### config.mk
export PLATFORM = sky130hd
export DESIGN_NAME = sg_list_reader_param
export DESIGN_NICKNAME = d
export VERILOG_FILES = /design/src/rtl/sg_reader_pkg.sv /design/src/rtl/sg_elem_queue.sv /design/src/rtl/sg_list_reader_param.sv
export SDC_FILE = /design/constraint.sdc
export NUM_CORES = 1
export LEC_CHECK = 0
export ABC_CLOCK_PERIOD_IN_PS = 3100
export BUFFER_PORTS_ARGS = -buffer_cell sky130_fd_sc_hd__buf_2
export CAP_MARGIN = 0
export CORE_MARGIN = 2
export CORE_UTILIZATION = 40
export CTS_CLUSTER_DIAMETER = 40
export DETAILED_ROUTE_END_ITERATION = 10
export GPL_TIMING_DRIVEN = 0
export HOLD_SLACK_MARGIN = 0.15
export PLACE_DENSITY = 0.68
export SETUP_SLACK_MARGIN = 0.05
export SYNTH_ARGS = -nofsm -noshare
export SYNTH_HDL_FRONTEND = slang
export SYNTH_HIERARCHICAL = 1
export SYNTH_SLANG_ARGS = --single-unit
### constraint.sdc
create_clock -name CLK -period 3.1 [get_ports CLK]
set_clock_uncertainty 0.1 [all_clocks]
set_input_delay 0.62 -clock CLK [delete_from_list [all_inputs] [get_ports CLK]]
set_output_delay 0.62 -clock CLK [all_outputs]
set_load 0.02 [all_outputs]
### src/rtl/sg_reader_pkg.sv
// rtl/sg_reader_pkg.sv - shared element type, layout constants and word-count helper for the SG list reader
package sg_reader_pkg;

    localparam int SG_ELEM_WIDTH = 128;
    localparam int SG_ADDR_LSB   = 0;
    localparam int SG_LEN_LSB    = 64;

    typedef struct packed {
        logic [31:0] rsvd;
        logic [31:0] len;
        logic [63:0] addr;
    } sg_elem_t;

    function automatic int sg_words_per_elem(input int data_width);
        return SG_ELEM_WIDTH / data_width;
    endfunction

endpackage

### src/rtl/sg_elem_queue.sv
// rtl/sg_elem_queue.sv - register FIFO of decoded SG elements with the head always in entry 0
module sg_elem_queue
    import sg_reader_pkg::*;
#(
    parameter int  C_DEPTH = 4,
    localparam int OCC_W   = $clog2(C_DEPTH + 1)
) (
    input  logic             clk,
    input  logic             rst_n,
    input  logic             flush,
    input  logic             push,
    input  sg_elem_t         push_data,
    input  logic             pop,
    output sg_elem_t         head,
    output logic [OCC_W-1:0] occupancy
);

    sg_elem_t         mem       [C_DEPTH];
    sg_elem_t         mem_shift [C_DEPTH];
    logic             pop_ok;
    logic [OCC_W-1:0] wr_pos;

    assign pop_ok = pop && (occupancy != '0);
    // A push lands just behind the surviving entries after this cycle's shift.
    assign wr_pos = occupancy - OCC_W'(pop_ok);
    assign head   = mem[0];

    always_comb begin
        for (int i = 0; i < C_DEPTH - 1; i++) begin
            mem_shift[i] = mem[i + 1];
        end
        mem_shift[C_DEPTH - 1] = mem[C_DEPTH - 1];
    end

    // Entry 0 is only overwritten by a real successor or a push, so the head
    // keeps its last value once the queue drains.
    always_ff @(posedge clk or negedge rst_n) begin
        if (!rst_n) begin
            occupancy <= '0;
            for (int i = 0; i < C_DEPTH; i++) begin
                mem[i] <= '0;
            end
        end else if (flush) begin
            occupancy <= '0;
        end else begin
            occupancy <= occupancy + OCC_W'(push) - OCC_W'(pop_ok);
            for (int i = 0; i < C_DEPTH; i++) begin
                if (push && (OCC_W'(i) == wr_pos)) begin
                    mem[i] <= push_data;
                end else if (pop_ok && ((i + 1) < int'(occupancy))) begin
                    mem[i] <= mem_shift[i];
                end
            end
        end
    end

endmodule

### src/rtl/sg_list_reader_param.sv
// rtl/sg_list_reader_param.sv - SG element assembler, slot reservation and flush; SGR_ZERO_LEN_DROP_EN drops zero-length elements
module sg_list_reader_param
    import sg_reader_pkg::*;
#(
    parameter int C_DATA_WIDTH  = 128,
    parameter int C_DEPTH       = 4,
    parameter int C_COUNT_WIDTH = 16
) (
    input  logic                     CLK,
    input  logic                     RST_N,
    input  logic                     FLUSH,
    input  logic [C_DATA_WIDTH-1:0]  BUF_DATA,
    input  logic                     BUF_DATA_EMPTY,
    output logic                     BUF_DATA_REN,
    output logic                     VALID,
    output logic                     EMPTY,
    input  logic                     REN,
    output logic [63:0]              ADDR,
    output logic [31:0]              LEN,
    output logic [C_COUNT_WIDTH-1:0] ELEM_COUNT
);

    localparam int W   = sg_words_per_elem(C_DATA_WIDTH);
    localparam int S_W = $clog2(C_DEPTH + 1);

    if (!(C_DATA_WIDTH == 32 || C_DATA_WIDTH == 64 || C_DATA_WIDTH == 128)) begin : g_bad_width
        $error("sg_list_reader_param: C_DATA_WIDTH must be 32, 64 or 128");
    end
    if (C_DEPTH < 2 || C_DEPTH > 16 || (C_DEPTH & (C_DEPTH - 1)) != 0) begin : g_bad_depth
        $error("sg_list_reader_param: C_DEPTH must be a power of two in 2..16");
    end

    logic [1:0]               wi;
    logic [S_W-1:0]           s_cnt;
    logic                     rd_pending;
    logic [1:0]               rd_idx;
    logic [SG_ELEM_WIDTH-1:0] elem_acc;
    logic [SG_ELEM_WIDTH-1:0] assembled;
    logic                     accept;
    logic                     push_ready;
    logic                     drop;
    logic                     q_push;
    logic                     pop_ok;
    logic [S_W-1:0]           q_occ;
    sg_elem_t                 head;
    logic                     unused_rsvd;

    // s_cnt counts queued plus in-assembly elements, so a new element is only
    // started when a queue slot is guaranteed for it.
    assign BUF_DATA_REN = RST_N && !FLUSH && ((wi != 2'd0) || (s_cnt < S_W'(C_DEPTH)));
    assign accept       = BUF_DATA_REN && !BUF_DATA_EMPTY;
    assign pop_ok       = REN && VALID && !FLUSH;

    always_comb begin
        assembled = elem_acc;
        assembled[int'(rd_idx) * C_DATA_WIDTH +: C_DATA_WIDTH] = BUF_DATA;
    end

    // Data returning during FLUSH belongs to the discarded stream.
    assign push_ready = rd_pending && (rd_idx == 2'(W - 1)) && !FLUSH;

`ifdef SGR_ZERO_LEN_DROP_EN
    assign drop = push_ready && (assembled[SG_LEN_LSB +: 32] == 32'd0);
`else
    assign drop = 1'b0;
`endif

    assign q_push = push_ready && !drop;

    always_ff @(posedge CLK or negedge RST_N) begin
        if (!RST_N) begin
            wi         <= 2'd0;
            rd_pending <= 1'b0;
            rd_idx     <= 2'd0;
            elem_acc   <= '0;
        end else begin
            rd_pending <= accept;
            if (accept) begin
                rd_idx <= wi;
            end
            if (FLUSH) begin
                wi <= 2'd0;
            end else if (accept) begin
                wi <= (wi == 2'(W - 1)) ? 2'd0 : wi + 2'd1;
            end
            if (rd_pending) begin
                elem_acc <= assembled;
            end
        end
    end

    always_ff @(posedge CLK or negedge RST_N) begin
        if (!RST_N) begin
            s_cnt <= '0;
        end else if (FLUSH) begin
            s_cnt <= '0;
        end else begin
            s_cnt <= s_cnt + S_W'(accept && (wi == 2'd0)) - S_W'(pop_ok) - S_W'(drop);
        end
    end

    always_ff @(posedge CLK or negedge RST_N) begin
        if (!RST_N) begin
            ELEM_COUNT <= '0;
        end else if (pop_ok) begin
            ELEM_COUNT <= ELEM_COUNT + C_COUNT_WIDTH'(1);
        end
    end

    sg_elem_queue #(
        .C_DEPTH (C_DEPTH)
    ) u_queue (
        .clk       (CLK),
        .rst_n     (RST_N),
        .flush     (FLUSH),
        .push      (q_push),
        .push_data (sg_elem_t'(assembled)),
        .pop       (pop_ok),
        .head      (head),
        .occupancy (q_occ)
    );

    assign VALID       = (q_occ != '0);
    assign ADDR        = head[SG_ADDR_LSB +: 64];
    assign LEN         = head.len;
    assign EMPTY       = BUF_DATA_EMPTY && (q_occ == '0) && (wi == 2'd0) && !rd_pending;
    assign unused_rsvd = ^head.rsvd;

endmodule

==> reports/summary.txt, run 1 <==
Bufs on Longest Clock Path: 3
Finished Cell Area: 29870 sq um
Avg Vias per Cell: 5.700
# fillers: 5141
Syn_nets: 2339
Vert. Die Dim: 249.0 um
Final-stage net count: 2663
Vias in the first global route: 19.52k
Final setup viols: 0
Cell area power density: 755.5 nW/um^2
Min Tclk post-route: 3.090 ns
Number of I/O port buffers: 215
First-pass GRT wire length: 111000 um
Storage cell area: 12690 sq um
Pre-CTS setup slack: -1.153 ns
Final period util: 99.68%
CTS Root Cell: clkbuf_16
R2r worst-path depth: 13
Layout cells sized above 1: 32.92%
Hold WC Path Type: in -> reg
Critical path peak fanout: 4
CTS Buf Count: 82
Reg clk slew, reported paths: 0.05 ns
Max transition margin: 13.25%
P_leak: 14.09 nW
GR Overflow Total: 0
Hold Startpoint: BUF_DATA[83]
WP data arrival: 2.37 ns
Commonest non-fill, non-tap cell in the layout: dfrtp_1
Worst Setup Start Kind: primary input
Hold Fails Final Rpt: 0
F_max: 323.6 MHz
Crit Path Category: in -> out
Slowest cell on crit path: dlygate4sd3_1
Multi-input logic area: 9065 sq um
Total track usage: 22.59%
Worst path required time: 2.38 ns
Die ar.: 61990 sq um
Dpl hpwl: 47950 um
Area delta synth->final: 24.41%
CTS H-tree depth: 3
Crit path largest cell delay: 0.56 ns
Util after Layout: 50.51%
Initial antenna violation count: 3
Setup tns final: 0 ns
Cells after Synth: 2192
Worst-Margin Slew: 1.301 ns
CTS tree: built
Peak VDD IR: 0.0004554 V
Post-Syn Area: 24010 sq um
Placeable Area: 59130 sq um
Residual DRC count: 0
Fin cells: 3358
Status: finished clean
Hold endpoint: elem_acc[83]
Routed wire length: 71150 um
Area after DPL: 26200 sq um
Critical-path cell list: dlygate4sd3_1, buf_8, buf_16, inv_1, a211oi_1, buf_2
Setup WS post-layout: 0.009849 ns
Crit. End Element: output pin
R2R setup slack: 0.09 ns
Clock sink count: 507
DR pass1 iterations: 5
Placer Congestion: 0.8214
FP Rows: 89
Initial core utilization: 40.60%
Commonest cells after routing, fill and taps aside: 504 x dfrtp_1, 278 x buf_2, 209 x inv_1
Detailed Route Iter0 Violations: 1444
Num ports: 248
Reg-to-Reg End: u_queue/head[59]
RSZ-0062 raised after global routing: true
Antenna-violating nets left: 0
Worst r2r src: u_queue/occupancy[1]
Max-Cap Viols: 0
Ant diodes: 0
Avg WL per Cell: 21.19 um
Syn Area/Cell: 10.95 sq um
Die Wd: 249.0 um
Dpl cells: 3184
Hold depth: 2
Largest net degree at the start of global routing: 129
Final Max Tran Viols: 0
Clock latency on the worst-skew pair: 0.62 ns
DR vias: 19.14k
Yosys warns: 6
sequential cells by signal, indices dropped and copies added, names as in the netlist:
signal	cells
u_queue/mem	288
u_queue/occupancy	3
rd_pending	1
elem_acc	96
s_cnt	3
wi	2
ELEM_COUNT	16
u_queue/head	96
rd_idx	2
how the worst max path moves through the flow:
| stage | from | endpoint | slack, ns | cells past startpoint |
|---|---|---|---|---|
| floorplan | FLUSH | u_queue/head[17] | 0.09 | 12 |
| global placement | RST_N | s_cnt[2] | -8.88 | 11 |
| detailed placement | u_queue/occupancy[2] | u_queue/mem[275] | -1.15 | 10 |
| CTS | u_queue/occupancy[1] | u_queue/head[91] | 0.05 | 12 |
| global route | u_queue/occupancy[1] | u_queue/head[57] | -0.03 | 14 |
| finish | RST_N | BUF_DATA_REN | 0.01 | 6 |
worst max-delay path: cells and delay by family:
| family | cells | cell delay (ns) |
|---|---|---|
| AOI/OAI and AO/OA | 1 | 0.51 |
| buffers and inverters | 5 | 1.22 |
report_power, final:
group	leakage, nW	internal [mW]	switching, mW
Clock	1.41	6.08	3.42
Sequential	6.12	7.80	0.739
Combinational	6.56	2.26	2.26
Total	14.1	16.1	6.42
stage by stage:
stage	total power, mW	hold WS, ns
6_report	22.56	0.1770
5_1_grt	23.52	0.1570
4_1_cts	22.67	0.1509
3_5_place_dp	13.08	0.3674
3_3_place_gp	12.93	0.3628
2_1_floorplan	11.60	0.2244
layer usage:
layer / up-vias / track usage [%] / routed length [um]
met5: - / 0 / 8
met4: 2 / 7.273 / 1821
met3: 113 / 4.013 / 3958
met2: 647 / 37.17 / 34500
met1: 9780 / 30.31 / 30860
li1: 8597 / - / -
final cells by class:
type                            instances  share of cell area (%)
Tap cell                              773                   3.238
Inverter                              209                   2.627
Buffer                                315                   6.653
Clock buffer                          104                   7.721
Multi-Input combinational cell       1160                   30.35
Timing Repair Buffer                  241                   4.897
Sequential cell                       507                   42.49
Clock inverter                         49                   2.019
timing repair:
item | in CTS | in global routing
pin swaps | 4 | 19
gates cloned | 1 | 0
hold buffers | 8 | 0
setup buffers | 5 | 8
endpoints found under the setup margin | 401 | 325
resized for setup | 69 | 95
endpoints found under the hold margin | 49 | 0
No activity file was read; power rests on OpenSTA's default activity.
==> inputs of run 2 (changes only) <==
- CTS_BUF_LIST: not set -> sky130_fd_sc_hd__clkbuf_2 sky130_fd_sc_hd__clkbuf_4 sky130_fd_sc_hd__clkbuf_8
==> reports/summary.txt, run 2 (synthesized netlist as in run 1, its figures left out) <==
Status: finished clean
R2r worst-path depth: 12 (-1)
Detailed Route Iter0 Violations: 1521 (+5.3%)
CP delay by family, top: simple AND/OR/NAND/NOR gates
Cell area power density: 652.1 nW/um^2 (-14%)
Total chip power: 20.08 mW (-11%)
Max-Cap Viols: 0 (unchanged)
Largest net degree at the start of global routing: 129 (unchanged)
Pint: 14.17 mW (-12%)
Crit path largest cell delay: 0.44 ns (-0.12 ns)
Commonest non-fill, non-tap cell in the layout: dfrtp_1
Die Wd: 249.0 um (unchanged)
CTS Buf Count: 91 (+11%)
Avg Vias per Cell: 5.641 (-1.0%)
Worst path required time: 3.59 ns (+1.21 ns)
Crit Path Category: reg -> reg
Multi-input logic area: 9533 sq um (+5.2%)
Slowest cell on crit path: dfrtp_1
Reg clk slew, reported paths: 0.05 ns (about the same)
CTS tree: built
Vert. Die Dim: 249.0 um (unchanged)
Hold Fails Final Rpt: 0 (unchanged)
Peak VDD IR: 0.0004207 V (-7.6%)
First-pass GRT wire length: 111000 um (about the same)
Commonest cells after routing, fill and taps aside: 505 x dfrtp_1, 280 x buf_2, 208 x inv_1
DR vias: 19.63k (+2.6%)
Residual DRC count: 0 (unchanged)
Storage cell area: 12690 sq um (about the same)
Worst path bufs/invs: 3 (-2)
Reg power frac: 42.5% (+4.6 points)
Biggest register: u_queue/mem
Number of I/O port buffers: 215 (unchanged)
Layout cells sized above 1: 35.33% (+2.4 points)
Num ports: 248 (unchanged)
Routed wire length: 72690 um (+2.2%)
Area delta synth->final: 28.27%
GR Overflow Total: 0 (unchanged)
# fillers: 5103 (-0.74%)
Final Max Tran Viols: 0 (unchanged)
F_max: 327.8 MHz (+1.3%)
Final-stage net count: 2782 (+4.5%)
Cell mode on critical path: ha_4
Critical path peak fanout: 7 (+3)
Bufs on Longest Clock Path: 3 (unchanged)
Sw Ratio: 29.44% (+0.99 points)
Worst-Margin Slew: 1.244 ns (-0.05672 ns)
Fin cells: 3480 (+3.6%)
Initial antenna violation count: 0 (-3)
Combinational power share: 23.1% (+3.0 points)
Initial core utilization: 40.60% (unchanged)
Worst Setup Start Kind: flop
Hold WC Path Type: in -> async
P_leak: 14.46 nW (+2.6%)
FP Rows: 89 (unchanged)
Die ar.: 61990 sq um (unchanged)
Avg WL per Cell: 20.89 um (-1.4%)
CTS H-tree depth: 3 (unchanged)
CTS Root Cell: clkbuf_8
Min Tclk post-route: 3.050 ns (-0.03985 ns)
Clk pwr share: 34.3% (-7.8 points)
Clock latency on the worst-skew pair: 0.68 ns (+0.06 ns)
Final period util: 98.40% (-1.3 points)
Antenna-violating nets left: 0 (unchanged)
Crit. End Element: flop
Critical path depth: 12 (+6)
Vias in the first global route: 19.67k (+0.78%)
Total track usage: 22.55% (-0.041 points)
Final setup viols: 0 (unchanged)
WP data arrival: 3.54 ns (+1.17 ns)
DR pass1 iterations: 5 (unchanged)
Critical-path cell list: nor3_4, nor3b_4, and2_4, ha_4, ha_4, xnor2_4, nand4_1, buf_6, a21oi_4, buf_12, clkbuf_16, a2bb2oi_2
Clock sink count: 507 (unchanged)
RSZ-0062 raised after global routing: true
Dpl hpwl: 47950 um (unchanged)
Worst hold slack: 0.2416 ns (+0.06461 ns)
Psw: 5.912 mW (-7.9%)
Dpl cells: 3184 (unchanged)
Largest register FFs: 288 (unchanged)
Setup tns final: 0 ns (unchanged)
Max transition margin: 17.04% (+3.8 points)
Placer Congestion: 0.8214 (unchanged)
Placeable Area: 59130 sq um (unchanged)
-- run 2: worst min-delay path, delay by kind of cell --
family | cells | cell delay (ns)
buf+inv | 5 | 0.83
-- run 2: layout make-up --
| class | count | area share (%) |
|---|---|---|
| antenna | 1 | 0.008126 |
| buffer | 315 | 6.741 |
| clock buffer | 137 | 5.656 |
| clock inverter | 27 | 0.9102 |
| inverter | 209 | 2.548 |
| multi-input combinational | 1160 | 30.96 |
| sequential | 507 | 41.21 |
| tap | 773 | 3.141 |
| timing repair buffer | 351 | 8.829 |
-- run 2: layer usage --
layer	wire, um	global-route usage (%)
met1	31710	30.64
met2	34920	36.88
met3	4129	3.323
met4	1929	7.896
met5	0	0
-- run 2: repair_timing --
action | in CTS | in global routing
pin swaps | 5 | 13
gates resized for setup | 82 | 171
hold endpoints to repair | 190 | 0
setup endpoints to repair | 395 | 337
setup buffers | 10 | 7
cloned | 1 | 9
hold buffers | 105 | 0
-- run 2: path summary, 6_finish.rpt --
| kind | from | end | slack [ns] |
|---|---|---|---|
| max | u_queue/occupancy[0] | u_queue/mem[135] | 0.05 |
| min | RST_N | s_cnt[1] | 0.24 |
| max reg2reg | u_queue/occupancy[0] | u_queue/mem[135] | 0.05 |
| min reg2reg | ELEM_COUNT[15] | ELEM_COUNT[15] | 0.38 |
| max in group asynchronous | RST_N | u_queue/mem[322] | 1.58 |
| min in group CLK | REN | ELEM_COUNT[4] | 0.27 |
-- run 2: per-stage QoR --
stage | setup slack [ns] | utilization, % | area [sq um]
floorplan | 0.09490 | - | 24030
global placement | -8.876 | 44.10 | 26080
detailed placement | -1.153 | 44.30 | 26200
CTS | 0.05331 | 50.21 | 29690
global route | -0.07595 | 52.07 | 30790
finish | 0.04969 | 52.08 | 30790
-- run 2: power by group through the flow --
stage	Clock, mW	Sequential, mW	Combinational, mW
6_report	6.89	8.54	4.65
5_1_grt	7.36	8.68	5.00
4_1_cts	7.02	8.52	4.62
3_5_place_dp	0	8.62	4.46
3_3_place_gp	0	8.58	4.34
2_1_floorplan	0	8.39	3.21
==> inputs of run 3 (changes only) <==
- CORE_UTILIZATION: 40 -> 56
- PLACE_DENSITY: 0.68 -> 0.88
- SYNTH_HIERARCHICAL: 1 -> not set
==> reports/summary.txt, run 3 <==
F_max: 333.7 MHz (+1.8%)
Final Max Tran Viols: 0 (unchanged)
Status: complete, but fails checks
Final-stage net count: 2563 (-7.9%)
Clock sink count: 507 (unchanged)
Fin cells: 3067 (-12%)
Psw: 7.408 mW (+25%)
Clock latency on the worst-skew pair: 0.67 ns (about the same)
Critical path peak fanout: 10 (+3)
Initial antenna violation count: 3 (+3)
Worst r2r src: u_queue.occupancy[1]
Clk pwr share: 27.9% (-6.4 points)
Dpl hpwl: 39400 um (-18%)
RSZ-0062 raised after global routing: true
Crit. End Element: flop
Syn_nets: 2140 (-8.5%)
Max-Cap Viols: 0 (unchanged)
Yosys warns: 0 (-6)
Reg clk slew, reported paths: 0.06 ns (about the same)
GR Overflow Total: 0 (unchanged)
Critical-path cell list: nor3_4, or3_1, buf_6, inv_2, ha_1, xor2_1, or4b_1, a21oi_1, buf_4, buf_12, buf_8, mux2i_2
Register area share after synthesis: 51.78%
Top layer in use: met4
WP data arrival: 3.45 ns (-0.09 ns)
Setup tns final: 0 ns (unchanged)
Hold WC Path Type: in -> async
Detailed Route Iter0 Violations: 1156 (-24%)
Met3 WL: 2689 um (-35%)
Dpl cells: 2798 (-12%)
Post-CTS Hold Buffers: 100 (-4.8%)
Placer Congestion: 0.8072 (-1.7%)
Routed wire length: 61480 um (-15%)
Sw Ratio: 30.95% (+1.5 points)
Crit path from: u_queue.occupancy[1]
Avg Vias per Cell: 5.538 (-1.8%)
Post-Syn Area: 24500 sq um (+2.1%)
Crit path largest cell delay: 0.54 ns (+0.10 ns)
Worst hold slack: -0.08889 ns (-0.3305 ns)
Util after Layout: 68.70% (+17 points)
Min Tclk post-route: 2.997 ns (-0.05370 ns)
CTS Root Cell: clkbuf_8
Vias in the first global route: 18.57k (-5.6%)
First-pass GRT wire length: 97260 um (-12%)
Slowest cell on crit path: or4b_1
Num ports: 248 (unchanged)
Commonest non-fill, non-tap cell in the layout: dfrtp_1
Post-synth top cells: 507 x dfrtp_1, 480 x mux2i_1, 193 x mux2_2
Reg power frac: 42.5% (about the same)
Max transition margin: 19.57% (+2.5 points)
Die Wd: 213.2 um (-14%)
# fillers: 2964 (-42%)
Residual DRC count: 0 (unchanged)
Top cell type's share of synthesized area: 51.78%
DR pass1 iterations: 5 (unchanged)
Number of I/O port buffers: 215 (unchanged)
Multi-input logic area: 10020 sq um (+5.1%)
Met1 Routed Length: 25350 um (-20%)
Area delta synth->final: 21.04%
Commonest cells after routing, fill and taps aside: 506 x dfrtp_1, 478 x mux2i_1, 267 x buf_2
Initial core utilization: 56.76% (+16 points)
Failing checks: hold timing
Post-synth EDFFs: 0
Total track usage: 27.32% (+4.8 points)
Cell area power density: 807.0 nW/um^2 (+24%)
Worst-Margin Slew: 1.190 ns (-0.05479 ns)
Final period util: 96.66% (-1.7 points)
Worst path required time: 3.56 ns (-0.03 ns)
CTS Buf Count: 90 (-1.1%)
Worst Setup Start Kind: flop
Antenna-violating nets left: 0 (unchanged)
P_leak: 15.33 nW (+6.1%)
Layout cells sized above 1: 31.42% (-3.9 points)
Largest net degree at the start of global routing: 130 (+0.78%)
Placeable Area: 43170 sq um (-27%)
Die ar.: 45440 sq um (-27%)
Met2 wire length: 31300 um (-10%)
DR vias: 16.99k (-13%)
Storage cell area: 12690 sq um (about the same)
Avg WL per Cell: 20.05 um (-4.0%)
Distinct cells, synth: 40
Top-count cell post-synth: dfrtp_1
Synth async-reset ratio: 100.0%
Peak VDD IR: 0.0005808 V (+38%)
Combinational power share: 29.6% (+6.5 points)
Pint: 16.53 mW (+17%)
CTS H-tree depth: 3 (unchanged)
Crit Path Category: reg -> reg
Final setup viols: 0 (unchanged)
Largest cells by area after synthesis: dfrtp_1 52%, mux2i_1 20%, mux2_2 8.9%
Vert. Die Dim: 213.2 um (-14%)
Yosys reg bits: 507
FP Rows: 76 (-15%)
Hold Fails Final Rpt: 162 (+162)
Syn Area/Cell: 12.29 sq um (+12%)
CTS tree: built
Bufs on Longest Clock Path: 3 (unchanged)
Largest register FFs: 288 (unchanged)
Total chip power: 23.93 mW (+19%)
Ys flop type: dfrtp_1
Cells after Synth: 1994 (-9.0%)
Cell taking the most area after synthesis: dfrtp_1
Biggest register: u_queue.mem
==> run 3: area by class of cell <==
cell class	instances	area share, %
Sequential cell	507	42.78
Multi-Input combinational cell	1150	33.79
Timing Repair Buffer	332	7.864
Clock buffer	131	5.615
Buffer	227	5.210
Tap cell	585	2.468
Inverter	109	1.380
Clock inverter	23	0.8691
Antenna cell	3	0.02531
==> run 3: metal layers <==
metal  vias up  global-route usage (%)
met2       526                   47.25
li1       7670                       -
met5         -                       0
met1      8623                   33.70
met3       167                   4.795
met4         0                   11.90
==> run 3: final timing paths <==
| kind | to | slack, ns | cells past startpoint |
|---|---|---|---|
| hold / removal | elem_acc[33] | -0.09 | 2 |
| max in group asynchronous | u_queue.head[81] | 1.84 | 3 |
| min in group CLK | ELEM_COUNT[15] | 0.37 | 1 |
| hold reg to reg | ELEM_COUNT[15] | 0.37 | 1 |
| setup / recovery | u_queue.mem[86] | 0.10 | 12 |
| setup reg to reg | u_queue.mem[86] | 0.10 | 12 |
==> run 3: logic make-up (layout without fill, tap and decap cells) <==
family	after synthesis	count (layout)	share of synthesized area, %
multiplexers	673	673	28.48
flip-flops	507	507	51.78
buffers and inverters	337	822	7.517
AND/OR/NAND/NOR	245	245	5.193
AO/OA/AOI/OAI	200	200	5.627
XOR/XNOR	19	19	0.6792
adder cells (fa/ha/maj)	13	13	0.7251
other	0	3	0
==> run 3: power groups by stage <==
| stage | clock (mW) | sequential [mW] | combinational, mW |
|---|---|---|---|
| finish | 6.67 | 10.2 | 7.09 |
| global route | 7.08 | 10.4 | 7.67 |
| CTS | 6.75 | 10.1 | 7.06 |
| detailed placement | 0 | 10.2 | 6.85 |
| global placement | 0 | 10.1 | 6.51 |
| floorplan | 0 | 9.77 | 5.22 |
==> run 3: metrics by stage <==
stage | setup slack, ns | instance area (sq um) | hold slack [ns]
2_1_floorplan | 0.02795 | 24510 | 0.2244
3_3_place_gp | -8.784 | 26320 | 0.3559
3_5_place_dp | -0.8183 | 26440 | 0.3570
4_1_cts | 0.03567 | 29470 | -0.06242
5_1_grt | 0.01502 | 29660 | -0.04278
6_report | 0.1034 | 29660 | -0.08889
==> run 3: worst max-delay path, delay by kind of cell (launching register included) <==
kind | cells | cell delay [ns]
buf+inv | 5 | 0.73
flops | 1 | 0.44
xor+xnor | 1 | 0.16
mux | 1 | 0.26
simple gates | 3 | 0.87
fa+ha+maj | 1 | 0.18
compound gates | 1 | 0.15
==> run 3: what timing repair did <==
action,CTS,global route
pin swaps,1,3
endpoints found under the setup margin,421,169
hold endpoints to repair,140,220
gates resized for setup,18,29
cloned,0,1
setup buffers,4,8
